### src/rtl/axi_rd_arbiter.sv
// axi_rd_arbiter
// Shares one AXI read address/data channel pair between the instruction-side
// (I) and data-side (D) read requesters. Only one AXI read is in flight at a
// time. The burst is tagged with arid (0 = I, 1 = D) and returned beats are
// steered back to the owner.
//
// Build option:
//   ARB_ROUND_ROBIN_EN  defined   -> simultaneous requests alternate. The
//                                    side not served last wins.
//                       undefined -> fixed priority. D wins simultaneous
//                                    requests.
//
// Ports:
//   clk, rst                     clock, synchronous active-high reset
//   i_req/i_addr/i_len/i_size    I-side burst request (held until i_gnt)
//   i_gnt                        1-cycle pulse on the I AR handshake
//   i_rdata/i_rvalid/i_rlast     beats returned to the I side
//   d_*                          same set for the D side
//   ar*                          AXI read address channel (master side)
//   rid/rdata/rresp/rlast/rvalid AXI read data channel inputs
//   rready                       AXI read data channel ready
module axi_rd_arbiter #(
    parameter int ADDR_W = 32
) (
    input  logic              clk,
    input  logic              rst,
    input  logic              i_req,
    input  logic [ADDR_W-1:0] i_addr,
    input  logic [7:0]        i_len,
    input  logic [2:0]        i_size,
    output logic              i_gnt,
    output logic [31:0]       i_rdata,
    output logic              i_rvalid,
    output logic              i_rlast,
    input  logic              d_req,
    input  logic [ADDR_W-1:0] d_addr,
    input  logic [7:0]        d_len,
    input  logic [2:0]        d_size,
    output logic              d_gnt,
    output logic [31:0]       d_rdata,
    output logic              d_rvalid,
    output logic              d_rlast,
    output logic [3:0]        arid,
    output logic [ADDR_W-1:0] araddr,
    output logic [7:0]        arlen,
    output logic [2:0]        arsize,
    output logic [1:0]        arburst,
    output logic [1:0]        arlock,
    output logic [3:0]        arcache,
    output logic [2:0]        arprot,
    output logic              arvalid,
    input  logic              arready,
    input  logic [3:0]        rid,
    input  logic [31:0]       rdata,
    input  logic [1:0]        rresp,
    input  logic              rlast,
    input  logic              rvalid,
    output logic              rready
);

    typedef enum logic [1:0] {
        S_IDLE = 2'd0,
        S_ADDR = 2'd1,
        S_DATA = 2'd2
    } state_t;

    // Owner encoding matches arid bit 0: 0 = I side, 1 = D side.
    localparam logic OWN_I = 1'b0;
    localparam logic OWN_D = 1'b1;

    state_t            state_q, state_d;
    logic              owner_q, owner_d;
    logic [ADDR_W-1:0] addr_q,  addr_d;
    logic [7:0]        len_q,   len_d;
    logic [2:0]        size_q,  size_d;
    logic              pick_d_side;

`ifdef ARB_ROUND_ROBIN_EN
    // Side that completed the most recent AR handshake.
    logic              last_q,  last_d;
`endif

    // rid and rresp are deliberately not checked: only one read is ever
    // outstanding, so every returned beat belongs to the current owner.
    logic unused_axi_fields;
    assign unused_axi_fields = ^{rid, rresp};

    // ------------------------------------------------------------------
    // State and burst registers
    // ------------------------------------------------------------------
    always_ff @(posedge clk) begin
        if (rst) begin
            state_q <= S_IDLE;
            owner_q <= OWN_I;
            addr_q  <= '0;
            len_q   <= '0;
            size_q  <= '0;
`ifdef ARB_ROUND_ROBIN_EN
            last_q  <= OWN_I;
`endif
        end else begin
            state_q <= state_d;
            owner_q <= owner_d;
            addr_q  <= addr_d;
            len_q   <= len_d;
            size_q  <= size_d;
`ifdef ARB_ROUND_ROBIN_EN
            last_q  <= last_d;
`endif
        end
    end

    // ------------------------------------------------------------------
    // Owner selection in IDLE
    // ------------------------------------------------------------------
    always_comb begin
`ifdef ARB_ROUND_ROBIN_EN
        // A lone D request always wins; a contended one wins only when
        // the I side was served last.
        pick_d_side = d_req && (!i_req || (last_q == OWN_I));
`else
        pick_d_side = d_req;
`endif
    end

    // ------------------------------------------------------------------
    // Next-state logic
    // ------------------------------------------------------------------
    always_comb begin
        state_d = state_q;
        owner_d = owner_q;
        addr_d  = addr_q;
        len_d   = len_q;
        size_d  = size_q;
`ifdef ARB_ROUND_ROBIN_EN
        last_d  = last_q;
`endif
        case (state_q)
            S_IDLE: begin
                if (i_req || d_req) begin
                    owner_d = pick_d_side ? OWN_D : OWN_I;
                    addr_d  = pick_d_side ? d_addr : i_addr;
                    len_d   = pick_d_side ? d_len  : i_len;
                    size_d  = pick_d_side ? d_size : i_size;
                    state_d = S_ADDR;
                end
            end
            S_ADDR: begin
                if (arready) begin
                    state_d = S_DATA;
`ifdef ARB_ROUND_ROBIN_EN
                    last_d  = owner_q;
`endif
                end
            end
            S_DATA: begin
                // Requests are ignored here; a held req re-arbitrates
                // only after the burst returns to IDLE.
                if (rvalid && rlast) begin
                    state_d = S_IDLE;
                end
            end
            default: state_d = S_IDLE;
        endcase
    end

    // ------------------------------------------------------------------
    // Outputs
    // ------------------------------------------------------------------
    always_comb begin
        logic in_data;
        in_data  = (state_q == S_DATA);

        arvalid  = (state_q == S_ADDR);
        rready   = in_data;

        i_gnt    = arvalid && arready && (owner_q == OWN_I);
        d_gnt    = arvalid && arready && (owner_q == OWN_D);

        // Beats pass straight through to the owner; the other side sees 0.
        i_rvalid = (in_data && owner_q == OWN_I) ? rvalid : 1'b0;
        i_rlast  = (in_data && owner_q == OWN_I) ? rlast  : 1'b0;
        i_rdata  = (in_data && owner_q == OWN_I) ? rdata  : 32'd0;
        d_rvalid = (in_data && owner_q == OWN_D) ? rvalid : 1'b0;
        d_rlast  = (in_data && owner_q == OWN_D) ? rlast  : 1'b0;
        d_rdata  = (in_data && owner_q == OWN_D) ? rdata  : 32'd0;

        arid     = {3'b000, owner_q};
        araddr   = addr_q;
        arlen    = len_q;
        arsize   = size_q;
        arburst  = 2'b01;
        arlock   = 2'b00;
        arcache  = 4'b0000;
        arprot   = 3'b000;
    end

endmodule

### config.mk
export PLATFORM = sky130hd
export DESIGN_NAME = axi_rd_arbiter
export DESIGN_NICKNAME = d
export VERILOG_FILES = /design/src/rtl/axi_rd_arbiter.sv
export SDC_FILE = /design/constraint.sdc
export NUM_CORES = 1
export LEC_CHECK = 0
export ABC_AREA = 1
export BUFFER_PORTS_ARGS = -buffer_cell sky130_fd_sc_hd__clkbuf_2
export CORE_AREA = 5 5 99 101
export DETAILED_ROUTE_END_ITERATION = 8
export DIE_AREA = 0 0 104 106
export PLACE_DENSITY = 0.75
export SLEW_MARGIN = 20
export SYNTH_ARGS = -nofsm -noshare
export SYNTH_HDL_FRONTEND = slang
export SYNTH_SLANG_ARGS = --single-unit
### constraint.sdc
create_clock -name clk -period 2.83 [get_ports clk]
set_input_delay 0.566 -clock clk [delete_from_list [all_inputs] [get_ports clk]]
set_output_delay 0.566 -clock clk [all_outputs]
set_load 0.01 [all_outputs]
Word level (Yosys, flattened, before mapping)
Cells that the tools add are included.
{ "word_totals": {"elab_cells": 35, "regBits": 46} }
{ "op_classes": {"n_mux": 14, "bitwise_logic": 1, "n_reduce_logical": 10, "eq_ne": 5} }
{ "ops": {"columns": ["op", "count"], "rows": [
  ["2-to-1 mux 32 bit", 3],
  ["2-to-1 mux 8 bit", 1],
  ["logical AND 1 bit", 6],
  ["2-to-1 mux 2 bit", 3],
  ["one-hot mux 2 bit (3 select lines)", 1],
  ["2-to-1 mux 1 bit", 5],
  ["!= test 2 x 1 -> 1 bit (second input constant)", 2],
  ["2-to-1 mux 3 bit", 1],
  ["AND reduction 3 bit", 1],
  ["== test 2 x 1 -> 1 bit (second input constant)", 1],
  ["== test 2 bit (second input constant)", 1],
  ["zero test 2 bit", 1],
  ["!= test 2 bit (second input constant)", 1],
  ["AND reduction 2 bit", 1],
  ["logical OR 1 bit", 1],
  ["inverter 1 bit", 1]
]} }

Depth between registers and ports, before layout
Gate-level depths: netlist of run 1.
{ "logic_depth": {"depth_word": 3, "depth_mapped": 8, "mapped_depth_nobuf": 6} }

Worst setup path after synthesis of run 1
No wires, ideal clock.
{ "synth_timing": {"path_kind": "reg-to-output", "startpoint": "register state_q[1]", "endpoint": "output d_rdata[10]", "path_buffers": 1, "path_stages_with_launch": 6, "slack_ns": 1.199, "arrival_ns": 1.065, "cell_sequence": "dfxtp_1 > inv_1 > nor2_2 > nand2_2 > buf_2 > nor2_1"} }
{ "synth_via": {"elab_chain_len": 3} }
{ "synth_lines": {"columns": ["item", "line", "text"], "rows": [
  ["from (decl)", "71", "state_t state_q, state_d;"],
  ["from (signal assigned)", "102", "state_q <= state_d;"],
  ["== test 2 bit", "172", "in_data = (state_q == S_DATA);"],
  ["net rready", "58", "output logic rready"],
  ["logical AND 1 bit", "186", "d_rdata = (in_data && owner_q == OWN_D) ? rdata : 32'd0;"],
  ["2-to-1 mux 32 bit", "186", null],
  ["to (decl)", "40", "output logic [31:0] d_rdata,"]
]} }
The timed path passes the listed nets, and every way through them passes these cells.

Worst setup path after layout of run 1
{ "layout_timing": {"startpoint": "register state_q[1]", "endpoint": "output i_rdata[1]"} }
{ "layout_via": {"elab_chain_len": 3} }
{ "layout_lines": {"columns": ["item", "line", "text"], "rows": [
  ["== test 2 bit", "172", null],
  ["logical AND 1 bit", "183", "i_rdata = (in_data && owner_q == OWN_I) ? rdata : 32'd0;"],
  ["2-to-1 mux 32 bit", "183", null],
  ["to (decl)", "32", "output logic [31:0] i_rdata,"]
]} }
No other way between the ends.

==> results of run 1 <==
[per-stage QoR]
stage                     utilization  hold slack, ns
after floorplan                     -           0.482
after global placement          0.464           0.498
after detailed placement        0.464           0.500
after CTS                       0.475           0.478
after global routing            0.475           0.496
final                           0.475           0.492
[power by group through the flow]
stage | logic [mW] | clock network [mW] | registers, mW
2_1_floorplan | 0.348 | 0 | 0.817
3_3_place_gp | 0.594 | 0 | 0.779
3_5_place_dp | 0.595 | 0 | 0.782
4_1_cts | 0.599 | 0.459 | 0.767
5_1_grt | 0.680 | 0.484 | 0.777
6_report | 0.588 | 0.435 | 0.766
[final cells by class]
cell class                      instances  area, um2
Fill cell                            1000       4690
Multi-Input combinational cell        401       1530
Timing Repair Buffer                  243       1240
Sequential cell                        46        921
Inverter                               84        318
Tap cell                              111        139
Clock buffer                            7       86.3
Clock inverter                          1       8.76
Antenna cell                            1       2.50
[layout by cell type (no fill, tap or decap)]
master and n:
sky130_fd_sc_hd__a21oi_1 3, sky130_fd_sc_hd__buf_12 1, sky130_fd_sc_hd__buf_4 2, sky130_fd_sc_hd__clkbuf_1 1, sky130_fd_sc_hd__clkbuf_2 240, sky130_fd_sc_hd__clkbuf_8 6
sky130_fd_sc_hd__clkinv_1 1, sky130_fd_sc_hd__conb_1 14, sky130_fd_sc_hd__dfxtp_1 46, sky130_fd_sc_hd__diode_2 1, sky130_fd_sc_hd__inv_1 82, sky130_fd_sc_hd__inv_4 1
sky130_fd_sc_hd__inv_6 1, sky130_fd_sc_hd__nand2_1 220, sky130_fd_sc_hd__nand2_2 3, sky130_fd_sc_hd__nand2_4 1, sky130_fd_sc_hd__nor2_1 157, sky130_fd_sc_hd__nor2_2 2
sky130_fd_sc_hd__o21ai_0 1
[worst register-to-register path: stages, from the launching register on]
cell	delay, ns
sky130_fd_sc_hd__dfxtp_1	0.33
sky130_fd_sc_hd__nor2_2	0.20
sky130_fd_sc_hd__nand2_4	0.46
sky130_fd_sc_hd__nor2_1	0.34
sky130_fd_sc_hd__nor2_1	0.07
[logic make-up after synthesis]
group / synth area share
flops: 0.307
buf+inv: 0.198
other cells: 0.00250
simple gates: 0.486
compound gates: 0.00667
[per-layer routing]
layer | GRT usage | part of all wire | up-vias
met5 | 0 | 0 | -
met2 | 0.305 | 0.50 | 146
met4 | 0.0416 | 0.014 | 0
li1 | - | - | 1989
met1 | 0.184 | 0.39 | 1510
met3 | 0.0571 | 0.094 | 8
[worst min-delay path by stage]
| stage | to | cells after the start |
|---|---|---|
| after floorplan | owner_q | 2 |
| after global placement | arlen[5] | 4 |
| after CTS | owner_q | 2 |
| after global routing | state_q[1] | 2 |
| final | state_q[1] | 2 |
| after detailed placement | araddr[9] | 4 |
[registers in the layout, indices dropped and copies added (netlist names)]
name     count
araddr      32
arlen        8
arsize       3
owner_q      1
state_q      2
==> results.toml, run 1 <==
[clock_tree]
max-clock-path-buffers = 2
post_cts_resized = 0
cts_max_level = 2
clock_tree.root_cell = "sky130_fd_sc_hd__clkbuf_8"
clock_latency_ns = 0.30
cts_post_setup_buffers_inserted = 0
cts_inserted_buffers = 5
cts.sink_count = 46
ctsHoldBuffers = 0
tritoncts = "done"
cts.clk_slew.worst_paths_ns = 0.08

[setup_path]
critical-path-max-stage-delay_ns = 0.40
crit-reg2reg-capture = "araddr[9]"
worstPathCellList = "inv_1 -> nor2_2 -> nand2_2 -> nor2_1 -> clkbuf_2"
cp_top_family = "simple AND/OR/NAND/NOR gates"
required_ns = 2.26
critPathArrivalTime_ns = 1.72
timing.critical_path.fanout_max = 34
worst-r2r-setup-slack_ns = 1.34
critical_path_cell_count = 5
worst-setup-path-type = "flop to output port"
cp-end-kind = "output port"
r2r_start = "state_q[1]"
cp_slowest_cell = "sky130_fd_sc_hd__nand2_2"
setup.worst_path.end = "i_rdata[1]"
critPathLaunchType = "flop"
crit_start = "state_q[1]"
critical_path.n_buffers_inverters = 2
worst_r2r_path_depth = 4

[drt]
drt_iter0_markers = 157
count_of_vias_placed_by_the_detailed_router = 3653
postRouteWirelength_mm = 9.91
drt_pre_antenna_iters = 6
route.detailed.drc = 0
wl_per_cell_um = 11.1
vias_per_cell = 4.09
drt.antenna.violating_nets = 0

[yosys]
synth.distinct_cells = 16
postSynthAreaPerCell_um2 = 5.34
synth_most_common_cell = "sky130_fd_sc_hd__nand2_1"
synth_edf_count = 0
synthDominantAreaCellType = "sky130_fd_sc_hd__dfxtp_1"
synth.cell_area_mm2 = 0.00300
synth-seq-area-share = 0.307
synthTopCellsByCount = "sky130_fd_sc_hd__nand2_1, sky130_fd_sc_hd__nor2_1, sky130_fd_sc_hd__inv_1, sky130_fd_sc_hd__dfxtp_1, sky130_fd_sc_hd__buf_2"
yosys_most_used_dff = "sky130_fd_sc_hd__dfxtp_1"
synth.yosys.warnings = 0
synth.top_cells.by_area = "sky130_fd_sc_hd__dfxtp_1, sky130_fd_sc_hd__nand2_1, sky130_fd_sc_hd__nor2_1"
synth_top_area_share = 0.307
synthesis.instances = 562
post_synthesis_async_set_or_reset_flop_share = 0
postSynthRegisterBits = 46

[sta]
layout_setup_ws_ns = 0.542
timing.clock.skew_ns = 0.0136
grt_setup_unrepaired = "no"
finalSetupTns_ns = 0
layout_worst_path_cycle_share = 0.808
report.final.hold_viol_count = 0
min_period_ns = 2.29
worst_pin_slew_ns = 0.852
timing.fmax_ghz = 0.437
setup_viol = 0
slew_headroom = 0.432
timing_max_transition_violations_final = 0

[hold_path]
worstHoldStart = "rst"
hold_path_class = "input pin to flop"

[finish]
finalNetCount = 912
final_cells = 894
final_cell_area_mm2 = 0.00424
layout-drive-gt1-share = 0.329
synthToLayoutAreaGrowth_pct = 41.4

[run_status]
run_status = "finished clean"

[pwr]
sw_frac_of_total = 0.350
power_frac_clock = 0.243
total_leakage_power_nw = 2.86
comb_power_share = 0.329
power_mw = 1.79
cell_internal_pwr_mw = 1.16
powerDensity_mw_per_mm2 = 422
max-vdd-ir-drop_v = 0.000175
netSwitchingPower_mw = 0.626
p_seq_frac = 0.428

[floorplan]
pin_count = 261
number_of_core_rows = 35
die_y_um = 106
core_area_mm2 = 0.00893
floorplan.die.width_um = 104
initial_core_util = 0.336
die_area_mm2 = 0.0110

[place]
placed_insts = 885
place_ws_ns = 0.878
post_dp_cell_area_mm2 = 0.00414
dp.final_hpwl_mm = 7.86
gpl.final_weighted_congestion = 0.781
place.port_buffers = 240

[global_route]
grt_antenna_before_repair = 1
via_count_of_the_first_global_routing_pass = 3188
grt.overflow.total = 0
grt.total_usage = 0.167
grt_pass1_wl_mm = 15.4
largest_net_degree_at_the_start_of_global_routing = 88

[flow_run]
cap_viol_max_count = 0
(Power assumes the default switching activity.)
==> inputs of run 2 (changes only) <==
PLACE_DENSITY = 0.78   (was 0.75)
clock period = 2.1 ns   (was 2.83 ns; I/O delays follow)
==> results.toml, run 2 (same netlist as run 1, synthesis figures left out) <==
[run_status]
run_status = "finished clean"

[drt]
postRouteWirelength_mm = 9.76
drt_iter0_markers = 171
vias_per_cell = 4.08
drt.antenna.violating_nets = 0
wl_per_cell_um = 10.9
drt_pre_antenna_iters = 4
route.detailed.drc = 0
count_of_vias_placed_by_the_detailed_router = 3660

[setup_path]
critical_path.n_buffers_inverters = 3
worst-setup-path-type = "flop to output port"
critical-path-max-stage-delay_ns = 0.37
cp-end-kind = "output port"
worstPathCellList = "inv_1 -> nor2_2 -> nand2_2 -> buf_4 -> nor2_1 -> clkbuf_2"
critPathLaunchType = "flop"
timing.critical_path.fanout_max = 34
required_ns = 1.68
critPathArrivalTime_ns = 1.49
cp_slowest_cell = "sky130_fd_sc_hd__dfxtp_1"
cp_top_family = "buffers and inverters"

[pwr]
total_leakage_power_nw = 2.88
max-vdd-ir-drop_v = 0.000322
powerDensity_mw_per_mm2 = 558

[finish]
most-common-layout-cells = "sky130_fd_sc_hd__clkbuf_2, sky130_fd_sc_hd__nand2_1, sky130_fd_sc_hd__nor2_1"
fillCellCount = 969
most_common_cell_after_layout_fill_and_taps_aside = "sky130_fd_sc_hd__clkbuf_2"
final_cells = 897
utilization = 0.477
largest_register_ff_count = 32
insertedDiodeCount = 0
layout-drive-gt1-share = 0.333
synthToLayoutAreaGrowth_pct = 42.1
final_cell_area_mm2 = 0.00426
finalNetCount = 916

[floorplan]
core_area_mm2 = 0.00893
number_of_core_rows = 35
die_area_mm2 = 0.0110
pin_count = 261
floorplan.die.width_um = 104
die_y_um = 106
initial_core_util = 0.336

[global_route]
grt.overflow.total = 0
grt.total_usage = 0.167
largest_net_degree_at_the_start_of_global_routing = 45
via_count_of_the_first_global_routing_pass = 3252
grt_pass1_wl_mm = 15.6
grt_antenna_before_repair = 1

[hold_path]
hold_path_class = "input pin to flop"

[clock_tree]
clock_latency_ns = 0.30
cts.sink_count = 46
cts_post_setup_buffers_inserted = 0
tritoncts = "done"
post_cts_resized = 0
max-clock-path-buffers = 2
cts_max_level = 2
cts_inserted_buffers = 5
cts.clk_slew.worst_paths_ns = 0.08
clock_tree.root_cell = "sky130_fd_sc_hd__clkbuf_8"
ctsHoldBuffers = 0

[place]
post_dp_cell_area_mm2 = 0.00417
gpl.final_weighted_congestion = 0.783
place.port_buffers = 240
dp.final_hpwl_mm = 7.88
place_ws_ns = 0.498
placed_insts = 889

[flow_run]
cap_viol_max_count = 0

[sta]
layout_setup_ws_ns = 0.186
timing_max_transition_violations_final = 0
layout_worst_path_cycle_share = 0.911
timing.clock.skew_ns = 0.0122
finalSetupTns_ns = 0
report.final.hold_viol_count = 0
setup_viol = 0
timing.fmax_ghz = 0.523
grt_setup_unrepaired = "no"
min_period_ns = 1.91
-- run 2: final timing paths --
check                           startpoint     endpoint  slack (ns)  cells after the start
worst max-delay path            state_q[1]  d_rdata[22]        0.19                      6
worst min-delay path                   rst      owner_q        0.36                      2
worst max register to register  state_q[1]    araddr[5]        0.74                      6
worst min register to register  araddr[30]   araddr[30]        0.51                      4
-- run 2: worst reg2reg max path, stage by stage (launching register included) --
cell and delay, ns:
sky130_fd_sc_hd__dfxtp_1 0.33, sky130_fd_sc_hd__nor2_2 0.22, sky130_fd_sc_hd__nand2_4 0.24, sky130_fd_sc_hd__buf_4 0.30, sky130_fd_sc_hd__nand2_1 0.07, sky130_fd_sc_hd__nand2_1 0.04, sky130_fd_sc_hd__nor2_1 0.10
-- run 2: per-stage QoR --
step | total power [mW] | hold slack, ns
6_report | 2.38 | 0.359
5_1_grt | 2.57 | 0.371
4_1_cts | 2.43 | 0.346
3_5_place_dp | 1.87 | 0.497
3_3_place_gp | 1.85 | 0.499
2_1_floorplan | 1.57 | 0.482
-- run 2: power breakdown --
group          switching (mW)  total, mW  internal (mW)
Combinational           0.478      0.799          0.321
Clock                   0.311      0.546          0.235
Sequential             0.0550       1.03          0.979
Total                   0.844       2.38           1.54
-- run 2: final cells by class --
class	count	area, um2	share of cell area
tap	111	139	0.0326
clock inverter	3	18.8	0.00440
timing repair buffer	247	1270	0.297
sequential	46	921	0.216
clock buffer	5	68.8	0.0161
multi-input combinational	401	1530	0.359
inverter	84	318	0.0746
-- run 2: per-layer routing --
metal	vias up	track usage	routed length, um
met2	140	0.306	4890
met1	1506	0.189	3880
li1	2002	-	-
met4	2	0.0342	97
met3	10	0.0516	871
met5	-	0	20
